## config.mk

```make
export PLATFORM = sky130hd
export DESIGN_NAME = arith18_mul_seq_flat
export DESIGN_NICKNAME = d
export VERILOG_FILES = /design/src/rtl/arith18_mul_seq_if.sv /design/src/rtl/arith18_mul_seq.sv /design/src/flat_wrapper.sv
export SDC_FILE = /design/constraint.sdc
export NUM_CORES = 1
export LEC_CHECK = 0
export ABC_CLOCK_PERIOD_IN_PS = 2550
export CAP_MARGIN = 40
export CORE_AREA = 2 2 99 101
export DETAILED_ROUTE_END_ITERATION = 8
export DIE_AREA = 0 0 101 103
export GPL_TIMING_DRIVEN = 0
export PLACE_DENSITY = 0.76
export SYNTH_ARGS = -nofsm -noshare
export SYNTH_HDL_FRONTEND = slang
export SYNTH_SLANG_ARGS = --single-unit
export TNS_END_PERCENT = 5
```

## constraint.sdc

```tcl
create_clock -name clk -period 2.55 [get_ports clk]
set_clock_uncertainty 0.1 [all_clocks]
set_input_delay 0.51 -clock clk [delete_from_list [all_inputs] [get_ports clk]]
set_output_delay 0.51 -clock clk [all_outputs]
set_load 0.02 [all_outputs]
```

## src/rtl/arith18_mul_seq_if.sv

```systemverilog
`default_nettype none
// +----------------------------------------------------------------------+
// | Module : arith18_mul_seq_if                                          |
// | Brief  : request / result / external-adder bundle for the multiplier |
// | Rev    : 1.0  initial release                                        |
// +----------------------------------------------------------------------+
interface arith18_mul_seq_if;
  logic        start;
  logic [17:0] a;
  logic [17:0] b;
  logic [17:0] add_op1;
  logic [17:0] add_op2;
  logic [17:0] add_sum;
  logic [17:0] product;
  logic        overflow;
  logic        busy;
  logic        done;

  modport master (
    output start, a, b, add_sum,
    input  add_op1, add_op2, product, overflow, busy, done
  );

  modport slave (
    input  start, a, b, add_sum,
    output add_op1, add_op2, product, overflow, busy, done
  );
endinterface
`default_nettype wire

```

## src/rtl/arith18_mul_seq.sv

```systemverilog
`default_nettype none
// +----------------------------------------------------------------------+
// | Module : arith18_mul_seq                                             |
// | Brief  : 18x18 shift-add multiplier, 18 fixed iterations, ext. adder |
// | Rev    : 1.0  initial release                                        |
// +----------------------------------------------------------------------+
module arith18_mul_seq (
  input  wire               clk,
  input  wire               reset,
  arith18_mul_seq_if.slave  bus
);

  localparam logic [1:0] c_IDLE = 2'd0;
  localparam logic [1:0] c_RUN  = 2'd1;
  localparam logic [1:0] c_DONE = 2'd2;
  localparam logic [4:0] c_LAST = 5'd17;

  logic [1:0]  r_state;
  logic [1:0]  w_next;
  logic [17:0] r_acc;
  logic [17:0] r_mcand;
  logic [17:0] r_mplier;
  logic [4:0]  r_count;
  logic        r_lost;
  logic        r_ovf;
  logic [17:0] r_product;
  logic        r_overflow;
  logic        r_busy;
  logic        r_done;
  logic [17:0] w_op1;
  logic [17:0] w_op2;
  logic        w_run;
  logic        w_add;
  logic        w_ovf_next;

  always_ff @(posedge clk) begin
    if (reset) r_state <= c_IDLE;
    else       r_state <= w_next;
  end

  always_comb begin
    w_next = r_state;
    case (r_state)
      c_IDLE:  if (bus.start) w_next = c_RUN;
      c_RUN:   if (r_count == c_LAST) w_next = c_DONE;
      c_DONE:  w_next = c_IDLE;
      default: w_next = c_IDLE;
    endcase
  end

  always_comb begin
    w_op1 = '0;
    w_op2 = '0;
    if (r_state == c_RUN) begin
      w_op1 = r_acc;
      w_op2 = r_mplier[0] ? r_mcand : '0;
    end
  end

  assign w_run = (r_state == c_RUN);
  assign w_add = w_run && r_mplier[0];
  // Overflow sources: adder wrap, or adding after a multiplicand bit fell off the top.
  assign w_ovf_next = r_ovf | (w_add && (bus.add_sum < w_op1)) | (w_add && r_lost);

  always_ff @(posedge clk) begin
    if (reset) begin
      r_acc      <= '0;
      r_mcand    <= '0;
      r_mplier   <= '0;
      r_count    <= '0;
      r_lost     <= 1'b0;
      r_ovf      <= 1'b0;
      r_product  <= '0;
      r_overflow <= 1'b0;
      r_busy     <= 1'b0;
      r_done     <= 1'b0;
    end else begin
      r_busy <= (w_next == c_RUN);
      r_done <= (w_next == c_DONE);
      case (r_state)
        c_IDLE: begin
          if (bus.start) begin
            r_mcand  <= bus.a;
            r_mplier <= bus.b;
            r_acc    <= '0;
            r_count  <= '0;
            r_lost   <= 1'b0;
            r_ovf    <= 1'b0;
          end
        end
        c_RUN: begin
          r_acc    <= bus.add_sum;
          r_mcand  <= {r_mcand[16:0], 1'b0};
          r_mplier <= {1'b0, r_mplier[17:1]};
          r_count  <= r_count + 5'd1;
          r_lost   <= r_lost | r_mcand[17];
          r_ovf    <= w_ovf_next;
          if (r_count == c_LAST) begin
            r_product  <= bus.add_sum;
            r_overflow <= w_ovf_next;
          end
        end
        default: ;
      endcase
    end
  end

  assign bus.add_op1  = w_op1;
  assign bus.add_op2  = w_op2;
  assign bus.product  = r_product;
  assign bus.overflow = r_overflow;
  assign bus.busy     = r_busy;
  assign bus.done     = r_done;

endmodule
`default_nettype wire

```

## src/flat_wrapper.sv

```systemverilog
// flat-port wrapper written by rule: the top's interface ports become plain ports
module arith18_mul_seq_flat 
  (clk, reset, bus_start, bus_a, bus_b, bus_add_sum, bus_add_op1, bus_add_op2, bus_product, bus_overflow, bus_busy, bus_done);
  arith18_mul_seq_if bus_i ();
  input  wire clk;
  input  wire reset;
  input wire logic [$bits(bus_i.start)-1:0] bus_start;
  input wire logic [$bits(bus_i.a)-1:0] bus_a;
  input wire logic [$bits(bus_i.b)-1:0] bus_b;
  input wire logic [$bits(bus_i.add_sum)-1:0] bus_add_sum;
  output wire logic [$bits(bus_i.add_op1)-1:0] bus_add_op1;
  output wire logic [$bits(bus_i.add_op2)-1:0] bus_add_op2;
  output wire logic [$bits(bus_i.product)-1:0] bus_product;
  output wire logic [$bits(bus_i.overflow)-1:0] bus_overflow;
  output wire logic [$bits(bus_i.busy)-1:0] bus_busy;
  output wire logic [$bits(bus_i.done)-1:0] bus_done;
  assign bus_i.start = bus_start;
  assign bus_i.a = bus_a;
  assign bus_i.b = bus_b;
  assign bus_i.add_sum = bus_add_sum;
  assign bus_add_op1 = bus_i.add_op1;
  assign bus_add_op2 = bus_i.add_op2;
  assign bus_product = bus_i.product;
  assign bus_overflow = bus_i.overflow;
  assign bus_busy = bus_i.busy;
  assign bus_done = bus_i.done;
  arith18_mul_seq u_core (.clk(clk), .reset(reset), .bus(bus_i));
endmodule
```

==> flow_summary.ini <==
[run_status]
status = finished clean

[power_and_ir_drop]
ir_drop_mv = 0.241
p_per_area_nw_per_um2 = 524
leakage_nw = 2.36

[cells_and_area]
antenna_cells = 0
area_delta_synth_final_pct = 39.4
final_common_cell = dfxtp_1
drive_gt1_frac = 0.0687
finalInstanceArea_um2 = 5430
final_net_count = 670
final.fill_count = 889
regArea_um2 = 1680
multi_input_area_um2 = 1960
final_cell_mix = 82 x dfxtp_1, 77 x clkdlybuf4s50_1, 63 x nand2_1

[synthesis]
synth_top_area_share = 0.432
async_reset_ff_frac = 0
yosysWarnings = 0
ys_seq_elements = 84
ys_seq_area_frac = 0.432
synth-edff-count = 0
synth_top_area_cell = dfxtp_1
synth.distinct_cells = 35
ys.flop_type = dfxtp_1
syn_inst = 469
syn_nets = 545
syn_area_um2 = 3900
syn_avg_cell_area_um2 = 8.31
synth_area_leaders = dfxtp_1 43%, ha_1 6.1%, nand2_1 6.1%, nor2_1 4.7%, a221oi_1 4.3%

[sta]
slew_headroom = 0.603
final-setup-viol-count = 0
finalMaxSlewViolations = 0
fmax_mhz = 407
layout_setup_ws_ns = 0.0918
tns_ns = 0
fin_crit_sh = 0.964
tightest_slew_ns = 0.596
min_period_ns = 2.46
finalHoldViolCount = 0

[grt]
antenna_found_initial = 0
grt_max_degree = 20
grt_usage = 0.209
grt_pass1_wl_um = 17400
grt_overflow = 0
first_global_vias = 3696

[cts]
clock_latency_ns = 0.35
htreeDepth = 3
clk_pin_slew_ns = 0.08
cts_tree = yes
cts_max_path_buffers = 2
ctsHoldBuffers = 0
clock-sinks = 84
cts-root-buf = clkbuf_8
numCtsBuffers = 9

[route]
viasPerCell = 5.40
drtPass1Iterations = 4
drt_wl_total_um = 10800
num_vias = 3842
dr.first_iter.drc_count = 149
antenna_left = 0
detail_route.wl_per_cell_um = 15.2
drc_errors = 0

[floorplan]
start_util = 0.412
core_um2 = 9460
io_pins = 114
rows = 36
die-height_um = 103
die_area_um2 = 10400
die_x_um = 101

[critical_path]
r2r_setup_slack_ns = 0.09
required_ns = 1.94
crit_type = flop to output port
cp-start-kind = flop
cp.depth = 6
crit_buf_inv = 4
arrival_ns = 1.85
worstPathCellList = buf_6 -> nor2b_4 -> buf_8 -> clkbuf_4 -> and3_1 -> dlygate4sd2_1
cp_slowest_cell = dlygate4sd2_1
path_delay_family = buffers and inverters
cp_max_fo = 10
rr_endpoint = u_core.r_ovf$_SDFFE_PP0P_
crit_path_end_kind = output port
r2r_cells = 11
regToRegStartpoint = u_core.r_state[0]$_SDFF_PP0_
slowest_delay_ns = 0.34

[min_path]
hold_class = flop to flop
min_path_cells = 2
hp-start = u_core.bus.product[10]$_SDFFE_PP0P_
whs_endpoint = u_core.bus.product[10]$_SDFFE_PP0P_

[placed_design]
hpwl_um = 7840
place_area_um2 = 5170
io_buffer_count = 113
dp_slack_ns = -0.553
gp_congestion = 0.863

[flow_run]
maxCapViolations = 0
==> layout make-up <==
class                      count  share of cell area
multi-input combinational    308               0.360
sequential                    84               0.310
timing repair buffer         116               0.205
buffer                        35              0.0359
clock buffer                  12              0.0286
inverter                      40              0.0276
tap                          114              0.0263
clock inverter                 2             0.00645
==> registers in the layout, indices dropped and copies added (netlist names) <==
name / count
u_core.bus.busy: 1
u_core.bus.done: 1
u_core.bus.product: 18
u_core.r_count: 5
u_core.r_ovf: 1
u_core.r_state: 2
u_core.r_mcand: 18
u_core.r_lost: 1
u_core.r_mplier: 18
u_core.r_acc: 18
u_core.bus.overflow: 1
==> layer usage <==
| metal | global-route usage | up-vias | part of all wire |
|---|---|---|---|
| met3 | 0.0522 | 13 | 0.068 |
| met4 | 0.0530 | 0 | 0.0082 |
| li1 | - | 1908 | - |
| met5 | 0 | - | 0 |
| met2 | 0.363 | 125 | 0.49 |
| met1 | 0.260 | 1796 | 0.44 |
==> cells in the mapped netlist (2+ instances only) <==
library cell,number
mux2i_1,13
buf_4,2
nor3_1,3
dfxtp_1,84
ha_1,19
a2111oi_2,2
a211oi_1,18
a311oi_1,3
clkbuf_1,24
and2_1,2
a21oi_1,30
o22ai_1,21
and3_1,18
nand4_1,5
a22oi_1,21
nor2b_1,2
o21ai_1,2
a221oi_1,19
buf_2,7
inv_1,40
buf_1,4
o21ai_0,6
nand3_1,2
nand2_1,63
nor2_1,49
==> metrics by stage <==
stage	std cells	hold slack, ns	power [mW]	util
after floorplan	469	0.347	1.70	-
after global placement	696	0.341	1.89	0.547
after global routing	711	0.370	2.97	0.574
after CTS	709	0.358	2.84	0.564
after detailed placement	696	0.347	1.91	0.547
final	711	0.355	2.85	0.574
==> cell families (layout without fill, tap and decap cells) <==
| logic type | after synthesis | after routing | share of synthesized area |
|---|---|---|---|
| simple gates | 150 | 150 | 0.171 |
| mux | 13 | 13 | 0.0334 |
| buf+inv | 77 | 205 | 0.0784 |
| flops | 84 | 84 | 0.432 |
| compound gates | 126 | 126 | 0.224 |
| fa+ha+maj | 19 | 19 | 0.0610 |
==> power by group <==
part / leakage [nW] / total [mW] / internal, mW / switching [mW]
sequential: 0.690 / 1.43 / 1.38 / 0.0480
clock: 0.0983 / 0.946 / 0.495 / 0.452
combinational: 1.57 / 0.474 / 0.232 / 0.242
total: 2.36 / 2.85 / 2.11 / 0.742
==> worst min-delay path, stage by stage, from the launching register on <==
cell and delay (ns):
dfxtp_1 0.31, nand2_1 0.05, a21oi_1 0.05
==> timing repair <==
action | in CTS | in global routing
gates resized for setup | 50 | 18
setup buffers | 0 | 3
endpoints found under the hold margin | 0 | 0
pin swaps | 0 | 8
endpoints found under the setup margin | 38 | 38
==> how the worst max path moves through the flow <==
stage                                  from                   endpoint  slack, ns
2_1_floorplan  u_core.r_state[0]$_SDFF_PP0_  u_core.r_ovf$_SDFFE_PP0P_       0.01
3_3_place_gp   u_core.r_state[0]$_SDFF_PP0_  u_core.r_ovf$_SDFFE_PP0P_      -0.48
3_5_place_dp   u_core.r_state[0]$_SDFF_PP0_  u_core.r_ovf$_SDFFE_PP0P_      -0.55
4_1_cts        u_core.r_state[0]$_SDFF_PP0_  u_core.r_ovf$_SDFFE_PP0P_      -0.24
5_1_grt        u_core.r_state[0]$_SDFF_PP0_  u_core.r_ovf$_SDFFE_PP0P_      -0.05
6_report       u_core.r_state[0]$_SDFF_PP0_             bus_add_op2[4]       0.09
(Power assumes the default switching activity.)
==> patch, RTL diff (same flow settings) <==
Make the reset (`reset`) asynchronous in 2 clocked blocks.
--- a/src/rtl/arith18_mul_seq.sv
+++ b/src/rtl/arith18_mul_seq.sv
@@ -33,7 +33,7 @@
   logic        w_add;
   logic        w_ovf_next;
 
-  always_ff @(posedge clk) begin
+  always_ff @(posedge clk or posedge reset) begin
     if (reset) r_state <= c_IDLE;
     else       r_state <= w_next;
   end
@@ -62,7 +62,7 @@
   // Overflow sources: adder wrap, or adding after a multiplicand bit fell off the top.
   assign w_ovf_next = r_ovf | (w_add && (bus.add_sum < w_op1)) | (w_add && r_lost);
 
-  always_ff @(posedge clk) begin
+  always_ff @(posedge clk or posedge reset) begin
     if (reset) begin
       r_acc      <= '0;
       r_mcand    <= '0;
Formal check against the unedited RTL: differs if reset is asserted again (counterexample within 4 cycles, from zero or initial values and one cycle with reset high); with reset held inactive, the same outputs for 10 cycles.
==> patch against the unedited design <==
Wire length up 5.1%. Setup slack lost 0.037 ns. Critical path depth up 4. Area after synthesis grew 7.0%. Cell area increased by 7.2%. Non-clock buffer count stayed put. Cell count decreased by 2.4%. Count of clock-buffer cells in the layout decreased by 1. Sequential cell count did not move. Largest cell class is now registers. Highest routed layer unchanged.
Power is not compared: it rests on default switching activity, and its combinational part moved more than twofold at a synthesized area within 25%.
==> patch: results (changes against the unedited design) <==
* Layout non-clock buf frac at 22.7% (-1.4 points)
* Worst reg2reg path depth at 10 (-1)
* Main area contributors after synthesis: sky130_fd_sc_hd__dfrtp_1 50%, sky130_fd_sc_hd__nand2_1 8.1%, sky130_fd_sc_hd__ha_1 5.7%, sky130_fd_sc_hd__a22oi_1 5.4%, sky130_fd_sc_hd__o21ai_0 5.0%
* Worst reg2reg path endpoint: u_core.bus.overflow
* Relative slew margins at 67.5% (+7.3 points)
* Global-route wire length before repair at 18200 um (+5.0%)
* Share of cell area taken by flip-flops and latches at 36.1% (+5.1 points)
* Vias after detailed routing at 3835 (-0.18%)
* Total half-perimeter wirelength after legalization and detailed placement at 8150 um (+3.9%)
* CP Data Arrival Time at 2.62 ns (+0.77 ns)
* Launching point of the worst reg2reg path: u_core.r_state[1]
* Proportion of layout cells with a drive suffix above 1 at 9.83% (+3.0 points)
* Multiplexer share of the synthesized area at 1.23% (-2.1 points)
* Endpoint class of the critical path: flop
* Number of clock buffers in the layout at 11 (-1)
* Count of different cell masters after synthesis at 33 (-5.7%)
* Layout net count at 652 (-2.7%)
* Area Growth Syn to Fin at 39.7%
* Synthesized-area fraction occupied by ao, oa, aoi and oai cells at 20.4% (-2.1 points)
* Count of inverters not on the clock network in the layout at 21 (-48%)
* Fraction of area in clock buffers and inverters at 4.10% (+0.60 points)
* GR Util All Layers at 22.4% (+1.5 points)
* Adder-Cell Fraction of Synth Area at 5.70% (-0.40 points)
* Seq pwr at 2.26 mW
* Weighted congestion at the end of routability-driven global placement at 0.835 (-3.3%)
* DRC violation total after the first TritonRoute iteration at 150 (+0.67%)
* First drt pass iteration count at 5 (+1)
* Via count of the first global-routing pass at 3811 (+3.1%)
* Fraction of registers with async set or reset after synthesis at 100% (+100 points)
* Total of cells resized after clock tree synthesis at 49 (-2.0%)
* Seq/Total Area, Yosys at 50.4% (+7.3 points)
* Multi-input combinational cell area at 0.00193 mm^2 (-1.3%)
* Filler cell count at 790 (-11%)
* Cell area reported after detailed placement at 0.00549 mm^2 (+6.1%)
* Syn nets at 521 (-4.4%)
* Number of multi-input combinational cells at 309 (+0.32%)
* Register-to-register setup slack at 0.06 ns (-0.04 ns)
* Status: complete, no violations
[patch: worst max-delay path, stage by stage, from the launching register on]
cell and delay, ns:
sky130_fd_sc_hd__dfrtp_2 0.45, sky130_fd_sc_hd__nor2b_2 0.13, sky130_fd_sc_hd__buf_6 0.15, sky130_fd_sc_hd__buf_8 0.11
sky130_fd_sc_hd__buf_8 0.12, sky130_fd_sc_hd__nand2_1 0.08, sky130_fd_sc_hd__ha_1 0.32, sky130_fd_sc_hd__nand4_1 0.13
sky130_fd_sc_hd__or4_4 0.52, sky130_fd_sc_hd__o22ai_4 0.16, sky130_fd_sc_hd__o41ai_2 0.11
[patch: layer usage]
metal / vias to the layer above / wire [um] / GRT usage, %
met3: 15 / 618 / 4.14
met1: 1867 / 5200 / 30.3
met2: 138 / 5350 / 36.4
met5: - / 0 / 0
met4: 0 / 142 / 7.90
li1: 1815 / - / -
[patch: how the worst min path moves through the flow]
stage | from | cells past startpoint | to
floorplan | u_core.r_count[4] | 1 | u_core.r_count[4]
global placement | u_core.bus.product[4] | 2 | u_core.bus.product[4]
detailed placement | u_core.bus.product[17] | 2 | u_core.bus.product[17]
CTS | u_core.bus.product[17] | 2 | u_core.bus.product[17]
global route | u_core.bus.product[3] | 2 | u_core.bus.product[3]
finish | u_core.bus.product[6] | 2 | u_core.bus.product[6]
[patch: through the flow]
step | hold slack, ns | TNS (ns) | total power [mW] | std cells | worst slack (ns)
detailed placement | 0.362 | -2.90 | 5.94 | 674 | -0.494
global placement | 0.358 | -2.96 | 5.80 | 672 | -0.451
CTS | 0.382 | -0.405 | 6.99 | 689 | -0.204
global route | 0.417 | -0.0278 | 7.70 | 694 | -0.0141
floorplan | 0.349 | 0 | 4.42 | 445 | 0.0149
finish | 0.376 | 0 | 7.17 | 694 | 0.0551
